===== src/rtl/insn_queue.sv =====
// Instruction prefetch FIFO between fetcher and decoder: valid/stall handshake,
// registered-only outputs, synchronous flush for branch redirect, stall statistics.
module insn_queue #(
  parameter int LEN_INSN      = 32,
  parameter int MEM_INSN_ADDR = 16,
  parameter int DEPTH         = 4,
  parameter int LOG2_DEPTH    = 2,
  parameter int LEN_STATCNT   = 16
) (
  input  logic                     clk,
  input  logic                     rst,
  input  logic                     flush_i,
  input  logic                     valid_i,
  output logic                     stall_o,
  input  logic [LEN_INSN-1:0]      insn_i,
  input  logic [MEM_INSN_ADDR-1:0] addr_i,
  output logic                     valid_o,
  input  logic                     stall_i,
  output logic [LEN_INSN-1:0]      insn_o,
  output logic [MEM_INSN_ADDR-1:0] addr_o,
  output logic [LOG2_DEPTH:0]      count_o,
  output logic [LEN_STATCNT-1:0]   stall_cycles_o
);

  typedef struct packed {
    logic [LEN_INSN-1:0]      insn;
    logic [MEM_INSN_ADDR-1:0] addr;
  } entry_t;

  entry_t [DEPTH-1:0]     mem_q, mem_d;
  logic [LOG2_DEPTH-1:0]  wr_ptr_q, wr_ptr_d;
  logic [LOG2_DEPTH-1:0]  rd_ptr_q, rd_ptr_d;
  logic [LOG2_DEPTH:0]    count_q, count_d;
  logic [LEN_STATCNT-1:0] stall_cycles_q, stall_cycles_d;
  logic                   push, pop;
  entry_t                 head;

  // Outputs depend only on registered state; full is judged on count alone,
  // so a pop in the same cycle never opens a slot for a push.
  always_comb begin
    valid_o        = (count_q != '0);
    stall_o        = (count_q == (LOG2_DEPTH+1)'(DEPTH));
    head           = mem_q[rd_ptr_q];
    insn_o         = valid_o ? head.insn : '0;
    addr_o         = valid_o ? head.addr : '0;
    count_o        = count_q;
    stall_cycles_o = stall_cycles_q;
  end

  always_comb begin
    push           = valid_i && !stall_o && !flush_i;
    pop            = valid_o && !stall_i && !flush_i;
    mem_d          = mem_q;
    wr_ptr_d       = wr_ptr_q;
    rd_ptr_d       = rd_ptr_q;
    count_d        = count_q;
    stall_cycles_d = stall_cycles_q;

    if (push) begin
      mem_d[wr_ptr_q] = {insn_i, addr_i};
      wr_ptr_d        = wr_ptr_q + LOG2_DEPTH'(1);
    end
    if (pop)
      rd_ptr_d = rd_ptr_q + LOG2_DEPTH'(1);

    case ({push, pop})
      2'b10:   count_d = count_q + (LOG2_DEPTH+1)'(1);
      2'b01:   count_d = count_q - (LOG2_DEPTH+1)'(1);
      default: count_d = count_q;
    endcase

    // Redirect: everything queued is dropped; the write pointer stays put.
    if (flush_i) begin
      rd_ptr_d = wr_ptr_q;
      count_d  = '0;
    end

    if (valid_i && stall_o && (stall_cycles_q != '1))
      stall_cycles_d = stall_cycles_q + LEN_STATCNT'(1);
  end

  always_ff @(posedge clk) begin
    if (rst) begin
      wr_ptr_q       <= '0;
      rd_ptr_q       <= '0;
      count_q        <= '0;
      stall_cycles_q <= '0;
    end else begin
      wr_ptr_q       <= wr_ptr_d;
      rd_ptr_q       <= rd_ptr_d;
      count_q        <= count_d;
      stall_cycles_q <= stall_cycles_d;
    end
  end

  // Storage needs no reset; stale slots are masked by count.
  always_ff @(posedge clk)
    mem_q <= mem_d;

endmodule


===== config.mk =====
export PLATFORM = sky130hd
export DESIGN_NAME = insn_queue
export DESIGN_NICKNAME = d
export VERILOG_FILES = /design/src/rtl/insn_queue.sv
export SDC_FILE = /design/constraint.sdc
export NUM_CORES = 1
export LEC_CHECK = 0
export CAP_MARGIN = 10
export CORE_MARGIN = 5
export CORE_UTILIZATION = 31
export CTS_CLUSTER_SIZE = 8
export DETAILED_ROUTE_END_ITERATION = 6
export MAX_ROUTING_LAYER = met4
export PLACE_DENSITY = 0.62
export SLEW_MARGIN = 25
export SYNTH_ARGS = -nofsm -noshare
export SYNTH_HDL_FRONTEND = slang
export SYNTH_SLANG_ARGS = --single-unit
export TNS_END_PERCENT = 5

===== constraint.sdc =====
create_clock -name clk -period 4 [get_ports clk]
set_clock_uncertainty 0.15 [all_clocks]
set_input_delay 0.8 -clock clk [delete_from_list [all_inputs] [get_ports clk]]
set_output_delay 0.8 -clock clk [all_outputs]
set_load 0.1 [all_outputs]

==> Word level (Yosys, flattened, before mapping) <==
Index checks and enable logic that the tools add are counted.
{ "word_totals": {"memories": 0, "mem_bits_rw": 0, "out_inout_bits": 69, "word_cells": 48, "regBits": 215, "latchBits": 0, "input_bits": 53, "mem_bits_ro": 0} }
{ "op_classes": {"bitwise": 0, "mux": 10, "eq_ne": 4, "add_sub_neg": 5, "n_shift": 0, "n_mul": 0, "reduce_logical": 14, "order_cmp": 3, "n_div": 0} }
{ "op_table": {"columns": ["op", "count"], "rows": [
  ["bitwise mux 192 bit", 1],
  ["binary-select mux 48 bit (select 2 bit)", 1],
  ["demux 48 bit (select 2 bit)", 1],
  ["2-to-1 mux 48 bit", 2],
  ["2-to-1 mux 32 bit", 1],
  ["adder 16 x 1 -> 16 bit (second input constant)", 1],
  ["2-to-1 mux 16 bit", 1],
  ["inequality test 16 bit (second input constant)", 1],
  ["logical AND 1 bit", 7],
  ["< comparator 2 x 3 -> 1 bit (second input constant)", 2],
  ["one-hot mux 3 bit (2 select lines)", 1],
  ["adder 2 x 1 -> 2 bit (second input constant)", 2],
  ["2-to-1 mux 2 bit", 2],
  ["nonzero test 2 bit", 2],
  ["adder 3 x 1 -> 3 bit (second input constant)", 1],
  ["equality test 3 bit (second input constant)", 1],
  ["zero test 1 bit", 3],
  ["nonzero test 3 bit", 1],
  ["subtractor 3 x 1 -> 3 bit (second input constant)", 1],
  ["equality test 2 x 1 -> 1 bit (second input constant)", 1],
  ["equality test 2 bit (second input constant)", 1],
  ["greater-or-equal comparator 2 x 1 -> 1 bit (second input constant)", 1],
  ["OR reduction 2 bit", 1]
]} }

==> Longest topological paths before layout <==
{ "logic_depth": {"ltp_word": 6, "mapped_depth": 10, "ltp_nobuf": 10} }

==> Worst setup path after synthesis <==
No wires, ideal clock.
{ "synth_timing": {"kind": "reg-to-reg", "from": "reg count_q[2], in the netlist count_o[2]", "to": "reg mem_q[0] in the netlist's numbering (enable)", "setup_slack_ns": -1.321, "period_less_slack_ns": 5.321, "n_path_buf": 0, "t_required_ns": 3.373, "path_stages_with_launch": 4, "arrival_ns": 4.694, "setup_ns": 0.477, "cell_sequence": "dfxtp_1 nor3b_1 nor3b_1 and2_1"} }
{ "synth_via": {"elab_chain_len": 4} }
{ "synth_rtl": {"columns": ["element", "line_no", "source"], "rows": [
  ["start: declaration", "33", "logic [LOG2_DEPTH:0] count_q, count_d;"],
  ["start signal: assignment", "91", "count_q <= count_d;"],
  ["equality test 3 bit", "42", "stall_o = (count_q == (LOG2_DEPTH+1)'(DEPTH));"],
  ["via stall_o", "14", "output logic stall_o,"],
  ["zero test 1 bit", "51", "push = valid_i && !stall_o && !flush_i;"],
  ["logical AND 1 bit (2 in a row)", "51", null],
  ["end signal: assignment", "98", "mem_q <= mem_d;"],
  ["end: declaration", "30", "entry_t [DEPTH-1:0] mem_q, mem_d;"]
]} }
The timed path passes the listed nets, and every way through them passes these cells.
A chain may end at the register's enable or synchronous reset.

==> Worst setup path after layout <==
{ "layout_timing": {"from": "reg rd_ptr_q[0]", "to": "out insn_o[26]"} }
{ "layout_via": {"elab_chain_len": 3} }
{ "layout_rtl": {"columns": ["element", "line_no", "source"], "rows": [
  ["start: declaration", "32", "logic [LOG2_DEPTH-1:0] rd_ptr_q, rd_ptr_d;"],
  ["start signal: assignment", "90", "rd_ptr_q <= rd_ptr_d;"],
  ["binary-select mux 48 bit (select 2 bit)", "43", "head = mem_q[rd_ptr_q];"],
  ["2-to-1 mux 48 bit (not written as such)", "43", null],
  ["2-to-1 mux 32 bit", "44", "insn_o = valid_o ? head.insn : '0;"],
  ["end: declaration", "19", "output logic [LEN_INSN-1:0] insn_o,"]
]} }
Every way passes these cells. The select of a mux whose other input is x is not followed.

==> results.cfg <==
[outcome]
status = finished clean

[power_and_ir_drop]
power_density_over_the_cells_nw_per_um2 = 474.0
p_leak_nw = 3.488
vdd_ir_drop_max_mv = 0.3806

[sta]
final-hold-violation-count = 0
rsz0062_at_grt = no
period_minus_slack_ns = 3.461
timing.fmax_mhz = 288.9
timing.final.max_slew_violations = 0
setup_total_negative_slack_ns = 0
final_min_period_over_clock_period_pct = 86.53
timing_worst_slew_pin_value_ns = 0.9854
finish_stage_setup_viols = 0
maxSlewHeadroom_pct = 34.10

[clocking]
number_of_buffers_inserted_to_repair_setup_after_cts = 0
cts.clk_slew.worst_paths_ns = 0.05
tritoncts = built
postCtsResizedCells = 0
post_cts_hold_buffer_count = 0
clockBufferDepth = 3
htree_levels = 1
cts_buffers = 30
cts_root_buffer = sky130_fd_sc_hd__clkbuf_16
tritoncts_sink_count = 215
clkLatencyLatePin_ns = 0.53

[hold_path]
worstHoldPathType = register to register
hold-path-endpoint = stall_cycles_o[10]$_SDFFE_PP0P_
worstHoldStart = stall_cycles_o[10]$_SDFFE_PP0P_
timing.hold.worst_path_depth = 2

[setup_path]
reg2reg_slack_ns = 1.50
worstPathRequired_ns = 3.05
worstSetupPathType = register to primary output
r2r_end = count_o[2]$_SDFFE_PP0P_
crit-reg2reg-launch = count_o[0]$_SDFFE_PP0P_
worst-r2r-cell-count = 10
crit_fanout = 26
worst_setup_path_end_kind = primary output
worst_ep_arrival_time_ns = 2.51
crit_path_start_kind = register

[route]
met3RoutedLength_um = 914
dr.first_iter.drc_count = 221
top_signal_layer_used = met4
route.final.wire_length_um = 17900
drc_errors = 0
vias = 4596
route.detailed.wl_per_inst_um = 18.84
viasPerCell = 4.838
met2_length_um = 8763
met1_length_um = 7887
drt.antenna.violating_nets = 0
detail_route.first_pass.iterations = 4

[floorplanning]
initial_cell_density_of_the_core_pct = 31.55
die_w_um = 175.6
placement_rows = 60
ios = 122
fp.coreArea_um2 = 26950
die_height_um = 175.6
die_outline_area_um2 = 30840

[grt]
initial_antenna_violation_count = 0
track_usage_pct = 11.90
grt_max_degree = 32
grt_pass1_wl_um = 28240
global_route.overflow_total = 0
via_count_of_the_first_global_routing_pass = 4996

[synthesis]
syn-cell-area_um2 = 8503
average_footprint_of_a_synthesized_cell_um2 = 18.77
count_of_synthesis_stage_warnings_from_yosys = 0
synth_seq_cells = 215
share_of_the_synthesized_area_in_the_top_cell_type_pct = 67.80
simple_gate_fraction_of_synth_area_pct = 8.284
seq_area_frac_synth_pct = 73.22
ys_top_cells_by_area = sky130_fd_sc_hd__edfxtp_1 68%, sky130_fd_sc_hd__mux4_2 13%, sky130_fd_sc_hd__dfxtp_1 5.4%
syn-num-nets = 513
synthXorXnorAreaFrac_pct = 0.6180
synth-adder-area-share_pct = 1.118
synth_compound_area_share_pct = 2.266
dominant_combinational_cell_family_by_area_after_synthesis = multiplexers
synth_cell_types = 39
post_synth_inst_count = 453
synth.area.mux_share_pct = 13.08
cell_accounting_for_the_most_synthesized_area = sky130_fd_sc_hd__edfxtp_1

[layout]
area_growth_pct = 28.30
multi_input_comb_area_um2 = 2185
final_cell_area_um2 = 10910
mostFrequentLayoutCells = 192 x sky130_fd_sc_hd__edfxtp_1, 71 x sky130_fd_sc_hd__clkdlybuf4s50_1, 62 x sky130_fd_sc_hd__buf_4
layout.area.seq_um2 = 6231
final_layout_size_suffix_gt1_share_pct = 25.94
most_frequent_standard_cell_in_the_layout_excluding_fill_and_tap_cells = sky130_fd_sc_hd__edfxtp_1
antenna_cells_inserted = 0
nNetsFinal = 658
fillerInstances = 2378

[placed_design]
post-dp-hpwl_um = 11180
gp_congestion = 0.7379
placed_area_um2 = 10090
numPortBuffers = 121

[run]
max-cap-violations = 0
kinds of logic (layout without fill, tap and decap cells):
| family | after synthesis | in the layout |
|---|---|---|
| flops | 215 | 215 |
| fa+ha+maj | 7 | 7 |
| xor+xnor | 6 | 6 |
| compound gates | 32 | 32 |
| buf+inv | 30 | 186 |
| simple gates | 112 | 112 |
| mux | 51 | 51 |
registers in the layout (all words and copies together) (netlist names):
register        flops
stall_cycles_o     16
mem_q             192
rd_ptr_q            2
count_o             3
wr_ptr_q            2
worst max-delay path, cell delays in order, from the launching register on:
cell                      delay (ns)
sky130_fd_sc_hd__dfxtp_4        0.70
sky130_fd_sc_hd__buf_12         0.32
sky130_fd_sc_hd__mux4_2         0.53
sky130_fd_sc_hd__nor2b_1        0.16
sky130_fd_sc_hd__buf_4          0.25
how the worst max path moves through the flow:
stage / end / cells past startpoint / startpoint
finish: insn_o[26] / 4 / rd_ptr_q[0]$_SDFFE_PP0P_
global route: insn_o[20] / 4 / rd_ptr_q[0]$_SDFFE_PP0P_
CTS: insn_o[26] / 4 / rd_ptr_q[0]$_SDFFE_PP0P_
detailed placement: count_o[2]$_SDFFE_PP0P_ / 11 / flush_i
global placement: count_o[2]$_SDFFE_PP0P_ / 11 / flush_i
floorplan: addr_o[0] / 3 / count_o[2]$_SDFFE_PP0P_
where the power goes:
group	switching, mW	internal, mW	total, mW
combinational	0.256	0.169	0.425
clock	0.838	1.38	2.22
sequential	0.0283	2.50	2.53
total	1.12	4.05	5.17
cell type report:
| class | count | area share, % |
|---|---|---|
| sequential | 215 | 57.12 |
| inverter | 8 | 0.2753 |
| multi-input combinational | 208 | 20.03 |
| timing repair buffer | 135 | 11.15 |
| tap | 341 | 3.911 |
| clock buffer | 43 | 7.524 |
synthesized netlist by cell type, drive strengths merged:
cell,instances
and2,4
mux2i,2
nand4,7
o21a,2
nand4bb,1
or3,4
and4bb,1
inv,8
or4b,1
nand3,7
nor2,8
xor2,4
nor3,8
nand2,4
mux2,1
mux4,48
nor4,3
or4,8
o21ai,5
nand3b,1
a21oi,15
edfxtp,192
and4,1
o31ai,7
xnor2,2
o41ai,1
or2,1
a211oi,1
buf,10
dfxtp,23
nor2b,49
nor3b,3
o2111ai,1
and3,1
ha,6
fa,1
clkbuf,12
layer usage:
layer	track usage, %	vias to the layer above
met5	-	-
met4	2.956	0
met3	2.475	31
li1	-	2106
met2	19.84	126
met1	15.00	2333
metrics by stage:
stage	power, mW	setup WS, ns	hold slack, ns	utilization [%]	cells
2_1_floorplan	2.847	0.07438	0.3636	-	453
3_3_place_gp	2.993	0.8746	0.3487	37.43	907
3_5_place_dp	3.004	0.7881	0.3632	37.43	907
4_1_cts	5.262	0.4004	0.3719	40.48	950
5_1_grt	5.387	0.3282	0.4084	40.48	950
6_report	5.171	0.5389	0.3717	40.48	950
Note: power is estimated with default switching activity, not from simulation.
